===== config.mk =====
export PLATFORM = sky130hd
export DESIGN_NAME = regs_wb_arb
export DESIGN_NICKNAME = d
export VERILOG_FILES = /design/src/rtl/regs_wb_arb.sv
export SDC_FILE = /design/constraint.sdc
export NUM_CORES = 1
export LEC_CHECK = 0
export BUFFER_PORTS_ARGS = -buffer_cell sky130_fd_sc_hd__buf_4
export CAP_MARGIN = 5
export CORE_AREA = 2 2 99 101
export CTS_CLUSTER_SIZE = 16
export DETAILED_ROUTE_END_ITERATION = 10
export DIE_AREA = 0 0 101 103
export PLACE_DENSITY = 0.91
export SLEW_MARGIN = 20
export SYNTH_ARGS = -nofsm -noshare
export SYNTH_HDL_FRONTEND = slang
export SYNTH_SLANG_ARGS = --single-unit

===== constraint.sdc =====
create_clock -name clk -period 3.65 [get_ports clk]
set_input_delay 0.73 -clock clk [delete_from_list [all_inputs] [get_ports clk]]
set_output_delay 0.73 -clock clk [all_outputs]
set_load 0.02 [all_outputs]

===== src/rtl/regs_wb_arb.sv =====
// Writeback arbiter for the integer register file: round-robin merge of NREQ writers
// onto the single registered rd port, plus a busy scoreboard for decode hazard stalls.
module regs_wb_arb #(
   parameter int NREQ = 3,
   parameter int XLEN = 32,
   parameter int AW   = 5
) (
   input  logic                 clk,
   input  logic                 rst_n,
   input  logic [NREQ-1:0]      req_valid_i,
   input  logic [NREQ*AW-1:0]   req_addr_i,
   input  logic [NREQ*XLEN-1:0] req_data_i,
   output logic [NREQ-1:0]      req_ready_o,
   output logic                 rd_we_o,
   output logic [AW-1:0]        rd_addr_o,
   output logic [XLEN-1:0]      rd_data_o,
   input  logic                 iss_valid_i,
   input  logic [AW-1:0]        iss_rd_i,
   output logic                 iss_ready_o,
   input  logic [AW-1:0]        rs1_addr_i,
   input  logic [AW-1:0]        rs2_addr_i,
   output logic                 rs1_busy_o,
   output logic                 rs2_busy_o
);

   localparam int PW   = (NREQ > 1) ? $clog2(NREQ) : 1;
   localparam int NREG = 1 << AW;

   logic [PW-1:0]   r_ptr;
   logic [NREG-1:0] r_busy;
   logic            r_rd_we;
   logic [AW-1:0]   r_rd_addr;
   logic [XLEN-1:0] r_rd_data;

   logic [NREQ-1:0] w_gnt;
   logic            w_any;
   logic [PW-1:0]   w_gidx;
   logic [AW-1:0]   w_gaddr;
   logic [XLEN-1:0] w_gdata;
   logic            w_iss_fire;
   logic [NREG-1:0] w_busy_nxt;

   // Rotation order k visits requester (ptr+k) mod NREQ; the first valid one wins.
   always_comb begin
      w_gnt   = '0;
      w_any   = 1'b0;
      w_gidx  = '0;
      w_gaddr = '0;
      w_gdata = '0;
      for (int unsigned k = 0; k < NREQ; k++) begin
         for (int unsigned i = 0; i < NREQ; i++) begin
            if (!w_any && req_valid_i[i] &&
                ((32'(r_ptr) + k) % 32'(NREQ)) == i) begin
               w_any    = 1'b1;
               w_gnt[i] = 1'b1;
               w_gidx   = PW'(i);
               w_gaddr  = req_addr_i[i*AW +: AW];
               w_gdata  = req_data_i[i*XLEN +: XLEN];
            end
         end
      end
   end

   // Held in reset, a grant would not be a real transfer, so ready is masked.
   assign req_ready_o = w_gnt & {NREQ{rst_n}};

   assign iss_ready_o = ~r_busy[iss_rd_i] | (iss_rd_i == '0);
   assign rs1_busy_o  = r_busy[rs1_addr_i] & (rs1_addr_i != '0);
   assign rs2_busy_o  = r_busy[rs2_addr_i] & (rs2_addr_i != '0);
   assign w_iss_fire  = iss_valid_i & iss_ready_o & (iss_rd_i != '0);

   // Clear applied before set so a same-cycle issue keeps ownership of the reg.
   always_comb begin
      w_busy_nxt = r_busy;
      if (w_any && (w_gaddr != '0))
         w_busy_nxt[w_gaddr] = 1'b0;
      if (w_iss_fire)
         w_busy_nxt[iss_rd_i] = 1'b1;
   end

   always_ff @(posedge clk or negedge rst_n) begin
      if (!rst_n) begin
         r_ptr     <= '0;
         r_busy    <= '0;
         r_rd_we   <= 1'b0;
         r_rd_addr <= '0;
         r_rd_data <= '0;
      end else begin
         r_busy  <= w_busy_nxt;
         r_rd_we <= w_any && (w_gaddr != '0);
         if (w_any) begin
            r_rd_addr <= w_gaddr;
            r_rd_data <= w_gdata;
            if (w_gidx == PW'(NREQ - 1))
               r_ptr <= '0;
            else
               r_ptr <= w_gidx + PW'(1);
         end
      end
   end

   assign rd_we_o   = r_rd_we;
   assign rd_addr_o = r_rd_addr;
   assign rd_data_o = r_rd_data;

endmodule


Word level (Yosys, flattened, before mapping)
Index checks and enable logic that the tools add are counted.

Equality and inequality tests: 7. Mux-type cells: 56. Magnitude comparators: 6. Bitwise logic cells: 10. Reductions and logical operators: 36. Add/subtract/negate cells: 3. Div/mod/pow operators: 3.

Operators with widths (number): $mux 32 (11); $eq 32x1->1 const B (3); $eq 32x2->1 const B (3); $logic_not 32->1 (3); $mod 32x2->32 const B (2); $mux 5 (9); $and 32x32->32 (1); $mod 2x2->32 const B (1); $not 32->32 (1); $or 32x32->32 (1); $lt 5x6->1 const B (4); $mux 1 (23); $logic_and 1x1->1 (20); $reduce_bool 5->1 (4); $mux 2 (8); $bmux 1 s5 (3); $demux 1 s5 (2); $ge 5x1->1 const B (2); $logic_not 1->1 (8); $logic_not 5->1 (1); $and 1x1->1 (4); $add 2x1->3 const B (1); $add 2x2->3 const B (1); $and 3x3->3 (1); 4 further kinds (4).

Input port bits: 132. Output and inout port bits: 44. Register bits after elaboration: 72.

Depth between registers and ports, before layout
Gate-level depths: netlist (run 1).

Depth after elaboration: 45. Mapped depth: 12. Mapped depth without buffers: 9.

Worst setup path after synthesis (run 1)
OpenSTA, ideal clock, no wires.

Kind: input port to output port. From: in rs1_addr_i[0]. To: out rs1_busy_o. Slack: 455 ps. Buffers on the path: 1. Stages: 4. Data arrival time: 2465 ps. Cell sequence: clkbuf_1 mux4_2 mux4_2 mux2_2.

Longest elaborated chain between the ends: 3. Elaborated cells on any way between the ends: 4. Classes of those cells: mux: 2; bitwise: 1; reduce/logical: 1.

RTL lines: start, declared (RTL line 20) `input logic [AW-1:0] rs1_addr_i,`; $bmux 1 s5 (RTL line 68) `assign rs1_busy_o = r_busy[rs1_addr_i] & (rs1_addr_i != '0);`; $mux 1 (implied by the code) (RTL line 68); $and 1x1->1 (*) (RTL line 68); end, declared (RTL line 22) `output logic rs1_busy_o,`.

Mark *: on every way between the ends. The rest lies on a longest branch, timed or not. The select of a mux whose other input is x is not followed.

Final worst setup path (run 1)
From: reg r_ptr[0]. To: out req_ready_o[2].

Longest elaborated chain between the ends: 37. Elaborated cells on any way between the ends: 51. Classes of those cells: add/sub: 2; div: 3; eq/ne: 6; mux: 11; bitwise: 1; reduce/logical: 28.

RTL lines: start, declared (RTL line 29) `logic [PW-1:0] r_ptr;`; start signal, assigned (RTL line 97) `r_ptr <= w_gidx + PW'(1);`; parallel branches: the longest is 35 deep, another holds $mod 32x2->32; $mux 1 (*) (RTL line 52) `if (!w_any && req_valid_i[i] &&`; $and 3x3->3 (*) (RTL line 65) `assign req_ready_o = w_gnt & {NREQ{rst_n}};`; end, declared (RTL line 13) `output logic [NREQ-1:0] req_ready_o,`.

Mark *: on every way between the ends.

==> results of run 1 <==
## flip-flops by register name, summed over array words and instances, names as in the netlist
register,flops
rd_addr_o,5
rd_we_o,1
r_busy,32
r_ptr,2
rd_data_o,32
## power by group
group	internal, mW	switching (mW)
registers	1.19	0.346
logic	1.32	1.77
clock network	0.442	0.293
## Yosys cell counts, types with 3 or more instances
library cell  count
o21ai_0          17
clkbuf_1         24
buf_1             3
o2bb2ai_1        13
nor2_1           39
o22ai_1           4
o211ai_1          4
a21oi_1          31
buf_2             5
o31ai_1           9
nand2_1          34
inv_1             9
nand3_1          17
a22oi_1           6
dfrtp_1          72
nor3b_1           3
nand3b_1         13
a222oi_1         26
and3_1            3
nor3_1           12
buf_4             6
mux4_2           24
o21ai_1          11
nand4_1           3
nor2b_1           3
o41ai_1           3
a221o_1           4
nand2b_1          3
and2_1            5
## layout by cell type, fill, tap and decap left out, types with 5 or more instances in the layout
| cell type | n |
|---|---|
| clkbuf_8 | 12 |
| o21ai_1 | 11 |
| o2bb2ai_1 | 13 |
| nand3b_1 | 13 |
| o31ai_1 | 9 |
| a21oi_1 | 31 |
| a22oi_1 | 6 |
| o21ai_0 | 17 |
| buf_4 | 186 |
| inv_1 | 9 |
| mux4_2 | 24 |
| nor3_1 | 12 |
| a222oi_1 | 26 |
| nand3_1 | 17 |
| and2_1 | 5 |
| nor2_1 | 39 |
| nand2_1 | 34 |
| dfrtp_1 | 72 |
## final cells by class
class                           count  share of cell area
Inverter                           10            0.006074
Timing Repair Buffer              186              0.2260
Clock buffer                       14             0.02794
Sequential cell                    72              0.2916
Clock inverter                      2            0.009719
Tap cell                          114             0.02308
Multi-Input combinational cell    330              0.4157
## cells by family (layout without fill, tap and decap cells)
| logic type | Yosys count | count (layout) | share of synthesized area |
|---|---|---|---|
| compound gates | 151 | 151 | 0.2437 |
| fa+ha+maj | 2 | 2 | 0.005464 |
| simple gates | 149 | 149 | 0.1749 |
| buf+inv | 49 | 212 | 0.04808 |
| mux | 28 | 28 | 0.1344 |
| flops | 72 | 72 | 0.3934 |
## layer usage
layer	track usage	vias up	routed length, um
li1	-	2090	-
met1	0.3498	2270	5275
met2	0.4949	342	7686
met3	0.08949	46	1728
met4	0.1289	0	490
met5	0	-	0
## how the worst max path moves through the flow
stage                  startpoint        endpoint  slack, ps
global placement      iss_rd_i[0]     iss_ready_o        550
detailed placement    iss_rd_i[0]     iss_ready_o        510
floorplan           rs1_addr_i[0]      rs1_busy_o        460
finish                   r_ptr[0]  req_ready_o[2]        420
global route             r_ptr[0]      r_busy[10]        230
CTS                      r_ptr[0]  req_ready_o[2]        430
## through the flow
step / total power [mW] / area [um2] / hold slack (ps) / instances / utilization
2_1_floorplan: 3.503 / 4579 / 424.6 / 451 / -
3_3_place_gp: 4.458 / 5947 / 368.2 / 712 / 0.6287
3_5_place_dp: 4.581 / 5947 / 366.2 / 712 / 0.6287
4_1_cts: 5.332 / 6180 / 303.9 / 728 / 0.6533
5_1_grt: 5.700 / 6180 / 321.7 / 728 / 0.6533
6_report: 5.364 / 6180 / 311.5 / 728 / 0.6533
==> flow_metrics.tcl, run 1 <==
set metrics [dict create \
    fin_skew_ps 11.51 \
    grt_pass1_vias 4667 \
    syn_avg_cell_area_um2 10.15 \
    wl_per_cell_um 20.85 \
    finalWorstSetupSlack_ps 422.4 \
    ctsHtreeMaxLevel 3 \
    cts_hold_buf 0 \
    clk_pin_slew_ps 70 \
    fp.dieW_um 101 \
    cts_buffers 9 \
    synth_top_area_cell "dfrtp_1" \
    drive_above_1_share 0.3974 \
    powerDensity_mw_per_mm2 868.0 \
    hpwl_um 11240 \
    drcViolationCount 0 \
    netlist_area_mm2 0.004579 \
    clock_sinks 72 \
    reg2regPathDepth 10 \
    final_nets 743 \
    synth_flop_cell "dfrtp_1" \
    synth_seq_area_share 0.3934 \
    p_leak_nw 2.706 \
    synthesis.nets 585 \
    maxCapViolCount 0 \
    postCtsSetupBuffers 0 \
    cts_resized 0 \
    viasPerCell 6.522 \
    worst_slew_pin_slew_ps 687.4 \
    die_area_mm2 0.01040 \
    max-slew-margin-rel 0.5403 \
    cp.depth 6 \
    peakVddDrop_v 0.0005361 \
    io_buffers 175 \
    synth_edf_count 0 \
    grt_antenna_before_repair 0 \
    antenna_cells 0 \
    register_area_mm2 0.001802 \
    multiInputGateArea_mm2 0.002569 \
    rsz0062_at_grt "false" \
    cts.path.max_buffers 2 \
    gp_congestion 0.9949 \
    slew_violations 0 \
    hold_class "in -> async" \
    max_stage_delay_ps 610 \
    worstReg2RegStart "r_ptr[0]" \
    synth_top_area_frac 0.3934 \
    ff2ff_setup_slack_ps 420 \
    cp_slowest_cell "a211oi_4" \
    clk_latency_ps 340 \
    timing.fmax_mhz 309.8 \
    design.core.area_mm2 0.009459 \
    crit_buf_inv 2 \
    crit_path_end_kind "output pin" \
    fillers 741 \
    die_y_um 103 \
    fin_crit_ps 3228 \
    ios 176 \
    netlist_instances 451 \
    track_usage 0.2935 \
    crit_arrival_ps 2500 \
    ys_top_cells_by_area "dfrtp_1 39%, mux4_2 12%, a222oi_1 5.7%" \
    status "finished clean" \
    grt_pass1_wl_um 23420 \
    setup_viol 0 \
    async_flop_share 1.000 \
    path_cells "inv_1 > ha_1 > a21bo_2 > a211oi_4 > and2_1 > buf_4" \
    cp_max_fo 15 \
    period_share 0.8843 \
    globalRouteOverflowTotal 0 \
    drtIter0Drc 423 \
    vias 4748 \
    initial_utilization 0.4841 \
    cp-start-kind "flip-flop" \
    ant_nets 0 \
    dp_worst_setup_slack_ps 512.3 \
    firstDrtPassIters 7 \
    wirelength_um 15180 \
    fin_setup_tns_ps 0 \
    root_buffer "clkbuf_8" \
    ys_warn_count 0 \
    r2r_end "r_busy[10]" \
    path_class "reg -> out" \
    grt_max_degree 53 \
    cp_top_family "compound AO/OA/AOI/OAI gates" \
    ys_ff_latch 72 \
    syn_to_final_growth_pct 34.95 \
    required_ps 2920 \
    cts_tree "built" \
    rows 36 \
    synth.distinct_cells 65 \
    hold_viol 0 \
]
(Power assumes the default switching activity.)
==> run 2, diff against run 1 <==
--- a/config.mk
+++ b/config.mk
@@ -7,11 +7,13 @@
 export LEC_CHECK = 0
 export BUFFER_PORTS_ARGS = -buffer_cell sky130_fd_sc_hd__buf_4
 export CAP_MARGIN = 5
-export CORE_AREA = 2 2 99 101
+export CELL_PAD_IN_SITES_DETAIL_PLACEMENT = 2
+export CELL_PAD_IN_SITES_GLOBAL_PLACEMENT = 2
+export CORE_AREA = 2 2 129 131
 export CTS_CLUSTER_SIZE = 16
 export DETAILED_ROUTE_END_ITERATION = 10
-export DIE_AREA = 0 0 101 103
-export PLACE_DENSITY = 0.91
+export DIE_AREA = 0 0 131 133
+export PLACE_DENSITY = 0.9
 export SLEW_MARGIN = 20
 export SYNTH_ARGS = -nofsm -noshare
 export SYNTH_HDL_FRONTEND = slang
==> flow_metrics.tcl, run 2 (synthesized netlist as in run 1, its figures left out) <==
set metrics [dict create \
    timing.fmax_mhz 315.8 \
    io_buffers 175 \
    die_y_um 133 \
    peakVddDrop_v 0.0003944 \
    crit_arrival_ps 2440 \
    cts.path.max_buffers 2 \
    fin_util 0.3984 \
    rsz0062_at_grt "false" \
    cts_hold_buf 0 \
    postCtsSetupBuffers 0 \
    clk_latency_ps 350 \
    max_stage_delay_ps 570 \
    grt_pass1_vias 5459 \
    register_area_mm2 0.001802 \
    grt_antenna_before_repair 2 \
    ctsHtreeMaxLevel 3 \
    met2_usage 0.4016 \
    multiInputGateArea_mm2 0.002565 \
    die_area_mm2 0.01742 \
    p_leak_nw 2.763 \
    reg2regPathDepth 9 \
    cp_max_fo 13 \
    slew_violations 0 \
    initial_utilization 0.2832 \
    required_ps 2920 \
    firstDrtPassIters 6 \
    drtIter0Drc 240 \
    powerDensity_mw_per_mm2 910.9 \
    placed_area_mm2 0.006083 \
    clock_sinks 72 \
    maxCapViolCount 0 \
    wirelength_um 19540 \
    vias 4810 \
    cp_slowest_cell "mux4_1" \
    cts_tree "built" \
    dp_worst_setup_slack_ps 488.3 \
    wl_per_cell_um 23.34 \
    grtUsageMet1 0.2576 \
    viasPerCell 5.747 \
    design.core.area_mm2 0.01617 \
    globalRouteOverflowTotal 0 \
    final_nets 744 \
    path_common_cell "buf_4" \
    hold_viol 0 \
    grt_max_degree 53 \
    fin_setup_tns_ps 0 \
    ff2ff_setup_slack_ps 510 \
    status "finished clean" \
    hpwl_um 14990 \
    setup_viol 0 \
    clk_pin_slew_ps 60 \
    max-slew-margin-rel 0.4860 \
    worst_slew_pin_slew_ps 767.7 \
    cts_resized 0 \
    busiest_layer "met2" \
    mostFrequentLayoutCell "buf_4" \
    syn_to_final_growth_pct 40.68 \
    hold_class "in -> async" \
    gp_congestion 0.8991 \
    final_cell_mix "187 x buf_4, 72 x dfrtp_1, 39 x nor2_1" \
    fin_crit_ps 3166 \
    cp-start-kind "input port" \
    grt_pass1_wl_um 30580 \
    finalWorstSetupSlack_ps 483.8 \
    met3_usage 0.06712 \
    fillers 1719 \
    root_buffer "clkbuf_16" \
    drive_above_1_share 0.4000 \
    ant_nets 0 \
    drcViolationCount 0 \
    track_usage 0.2305 \
    cts_buffers 9 \
    rows 47 \
    path_cells "buf_4 > mux4_1 > nor3b_2 > o21ai_2 > o221ai_2 > a211oi_4 > or2_2 > buf_4" \
    period_share 0.8674 \
    fp.dieW_um 131 \
    fin_skew_ps 9.429 \
    postLayoutCellArea_mm2 0.006442 \
    crit_path_end_kind "output pin" \
    total_power_mw 5.868 \
    path_class "in -> out" \
    ios 176 \
]
## run 2: cell types whose count changed in the layout (fill, tap and decap cells not counted), moves of 2 or more
| cell | before | now |
|---|---|---|
| clkbuf_1 | 2 | 0 |
| clkbuf_16 | 0 | 9 |
| clkbuf_8 | 12 | 1 |
| diode_2 | 0 | 2 |
## run 2: layout make-up
| cell class | instances | area share |
|---|---|---|
| Multi-Input combinational cell | 330 | 0.3981 |
| Sequential cell | 72 | 0.2797 |
| Timing Repair Buffer | 187 | 0.2179 |
| Tap cell | 220 | 0.04273 |
| Clock buffer | 10 | 0.03709 |
| Clock inverter | 6 | 0.01787 |
| Inverter | 10 | 0.005826 |
| Antenna cell | 2 | 0.0007768 |
## run 2: worst paths after layout
kind | startpoint | end
setup / recovery | iss_rd_i[0] | iss_ready_o
hold / removal | rst_n | r_ptr[1]
setup reg to reg | r_ptr[0] | r_busy[10]
hold reg to reg | r_busy[0] | r_busy[0]
max in group asynchronous | rst_n | rd_data_o[22]
min in group clk | r_busy[0] | r_busy[0]
## run 2: report_power, final
part           internal [mW]  switching [mW]
clock network          0.690           0.374
logic                   1.33            1.93
registers               1.20           0.354
## run 2: metrics by stage
| stage | hold WS (ps) | std cells |
|---|---|---|
| global route | 338.1 | 837 |
| floorplan | 424.6 | 451 |
| finish | 320.0 | 837 |
| detailed placement | 364.5 | 819 |
| CTS | 329.1 | 835 |
| global placement | 371.5 | 819 |
## run 2: worst max-delay path: cells and delay by family
| family | cells | cell delay (ps) |
|---|---|---|
| compound gates | 3 | 440 |
| simple gates | 2 | 320 |
| mux | 1 | 570 |
| buf+inv | 2 | 360 |
## run 2: metal layers
layer | vias up | routed length (um)
met5 | - | 0
met4 | 0 | 563
met3 | 30 | 1485
met2 | 210 | 10250
met1 | 2464 | 7231
li1 | 2106 | -
==> run 3, diff against run 2 <==
--- a/config.mk
+++ b/config.mk
@@ -9,11 +9,11 @@
 export CAP_MARGIN = 5
 export CELL_PAD_IN_SITES_DETAIL_PLACEMENT = 2
 export CELL_PAD_IN_SITES_GLOBAL_PLACEMENT = 2
-export CORE_AREA = 2 2 129 131
+export CORE_AREA = 2 2 136 138
 export CTS_CLUSTER_SIZE = 16
 export DETAILED_ROUTE_END_ITERATION = 10
-export DIE_AREA = 0 0 131 133
-export PLACE_DENSITY = 0.9
+export DIE_AREA = 0 0 138 140
+export PLACE_DENSITY = 0.86
 export SLEW_MARGIN = 20
 export SYNTH_ARGS = -nofsm -noshare
 export SYNTH_HDL_FRONTEND = slang
==> constraint.sdc (replaced) <==
create_clock -name clk -period 2.9 [get_ports clk]
set_input_delay 0.58 -clock clk [delete_from_list [all_inputs] [get_ports clk]]
set_output_delay 0.58 -clock clk [all_outputs]
set_load 0.02 [all_outputs]
==> flow_metrics.tcl, run 3 (synthesized netlist as in run 1, its figures left out) <==
set metrics [dict create \
    initial_utilization 0.2576 \
    wirelength_um 20250 \
    multiInputGateArea_mm2 0.002594 \
    p_leak_nw 2.783 \
    root_buffer "clkbuf_16" \
    worstReg2RegStart "r_ptr[1]" \
    wl_per_cell_um 23.69 \
    required_ps 2320 \
    cp.depth 4 \
    hold_slack_ps 341.0 \
    die_y_um 140 \
    reg2regPathDepth 9 \
    io_buffers 175 \
    drcViolationCount 0 \
    path_common_cell "mux4_2" \
    fin_skew_ps 7.223 \
    clkPwrFrac 0.153 \
    crit_start "r_busy[27]" \
    crit_arrival_ps 2250 \
    ff2ff_setup_slack_ps 190 \
    clk_latency_ps 340 \
    worst_slew_pin_slew_ps 564.0 \
    met2_usage 0.3632 \
    setup_viol 0 \
    postLayoutCellArea_mm2 0.006516 \
    timing.fmax_mhz 354.0 \
    path_class "reg -> out" \
    cp-endpoint "rs2_busy_o" \
    grt_max_degree 53 \
    p_int_mw 3.963 \
    ant_nets 0 \
    firstDrtPassIters 6 \
    clock_sinks 72 \
    fin_setup_tns_ps 0 \
    register_area_mm2 0.001802 \
    cp_top_family "multiplexers" \
    path_cells "mux4_2 > mux4_2 > mux2_2 > buf_4" \
    hold_viol 0 \
    cts_tree "built" \
    slew_violations 0 \
    final_nets 755 \
    ios 176 \
    cp-start-kind "flip-flop" \
    fin_crit_ps 2825 \
    maxCapViolCount 0 \
    hpwl_um 15470 \
    switching_share 0.4646 \
    dp_worst_setup_slack_ps -37.09 \
    p_sw_mw 3.439 \
    grtUsageMet1 0.2376 \
    cp_slowest_cell "mux4_2" \
    rsz0062_at_grt "true" \
    syn_to_final_growth_pct 42.30 \
    drtIter0Drc 267 \
    grt_pass1_vias 5494 \
    max_stage_delay_ps 520 \
    met3_usage 0.07487 \
    vias 4821 \
    r2r_end "r_busy[11]" \
    design.core.area_mm2 0.01778 \
    globalRouteOverflowTotal 0 \
    final_cell_mix "197 x buf_4, 72 x dfrtp_1, 39 x nor2_1" \
    crit_buf_inv 1 \
    powerDensity_mw_per_mm2 1136 \
    max-slew-margin-rel 0.6240 \
    mostFrequentLayoutCell "buf_4" \
    comb_power_share 0.577 \
    viasPerCell 5.639 \
    status "finished clean" \
    fillers 1931 \
    drive_above_1_share 0.4153 \
    gp_congestion 0.8908 \
    grt_pass1_wl_um 31460 \
    hold_class "in -> async" \
    fp.dieW_um 138 \
    die_area_mm2 0.01932 \
    crit_path_end_kind "output pin" \
    clk_pin_slew_ps 60 \
    rows 49 \
    busiest_layer "met2" \
    cts.path.max_buffers 2 \
    total_power_mw 7.401 \
    cp_max_fo 4 \
    placed_area_mm2 0.006140 \
    peakVddDrop_v 0.0004351 \
    period_share 0.9742 \
    antenna_cells 0 \
    ctsHtreeMaxLevel 3 \
    finalWorstSetupSlack_ps 74.94 \
    grt_antenna_before_repair 0 \
    cts_buffers 9 \
    p_seq_frac 0.270 \
    track_usage 0.2085 \
]
## run 3: how the worst min path moves through the flow
stage          startpoint           end  slack, ps  depth (start not counted)
2_1_floorplan       rst_n     r_busy[0]        280                          0
3_3_place_gp    r_busy[0]     r_busy[0]        370                          0
3_5_place_dp    r_busy[0]     r_busy[0]        370                          0
4_1_cts             rst_n  rd_data_o[0]        340                          2
5_1_grt             rst_n  rd_data_o[0]        370                          2
6_report            rst_n  rd_data_o[0]        340                          2
## run 3: power by group through the flow
stage	sequential [mW]	clock [mW]	combinational (mW)
2_1_floorplan	2.11	0	2.30
3_3_place_gp	1.92	0	3.92
3_5_place_dp	1.99	0	4.13
4_1_cts	1.99	1.15	4.17
5_1_grt	2.05	1.20	4.65
6_report	2.00	1.13	4.27
## run 3: worst reg2reg max path, stage by stage, from the launching register on
cell	delay (ps)
dfrtp_1	420
inv_1	70
ha_1	230
and2_1	250
o31ai_2	330
and2_1	280
a221o_1	400
nand3_1	170
o31ai_1	320
o21ai_1	120
## run 3: cell type report
class                   instances  share of cell area
clock buffers                   9             0.03456
clock inverters                 7             0.01114
inverters                      10            0.005760
multi-input cells             330              0.3980
flip-flops and latches         72              0.2765
well taps                     229             0.04397
repair buffers                198              0.2300
## run 3: metal layers
| layer | part of all wire | wire [um] |
|---|---|---|
| met2 | 0.50 | 10210 |
| met5 | 0 | 0 |
| met4 | 0.023 | 459 |
| met1 | 0.39 | 7908 |
| met3 | 0.083 | 1677 |
## run 3: per-stage QoR
step                      std cells  utilization
after detailed placement        834       0.3453
after global placement          834       0.3453
after CTS                       850       0.3629
after floorplan                 451            -
after global routing            855       0.3665
final                           855       0.3665
## run 3: timing repair
action                     in CTS  in global routing
pin swaps                       1                  2
buffers inserted                0                  5
gates resized for setup         4                  4
hold buffers                    0                  0
setup endpoints to repair       3                 13
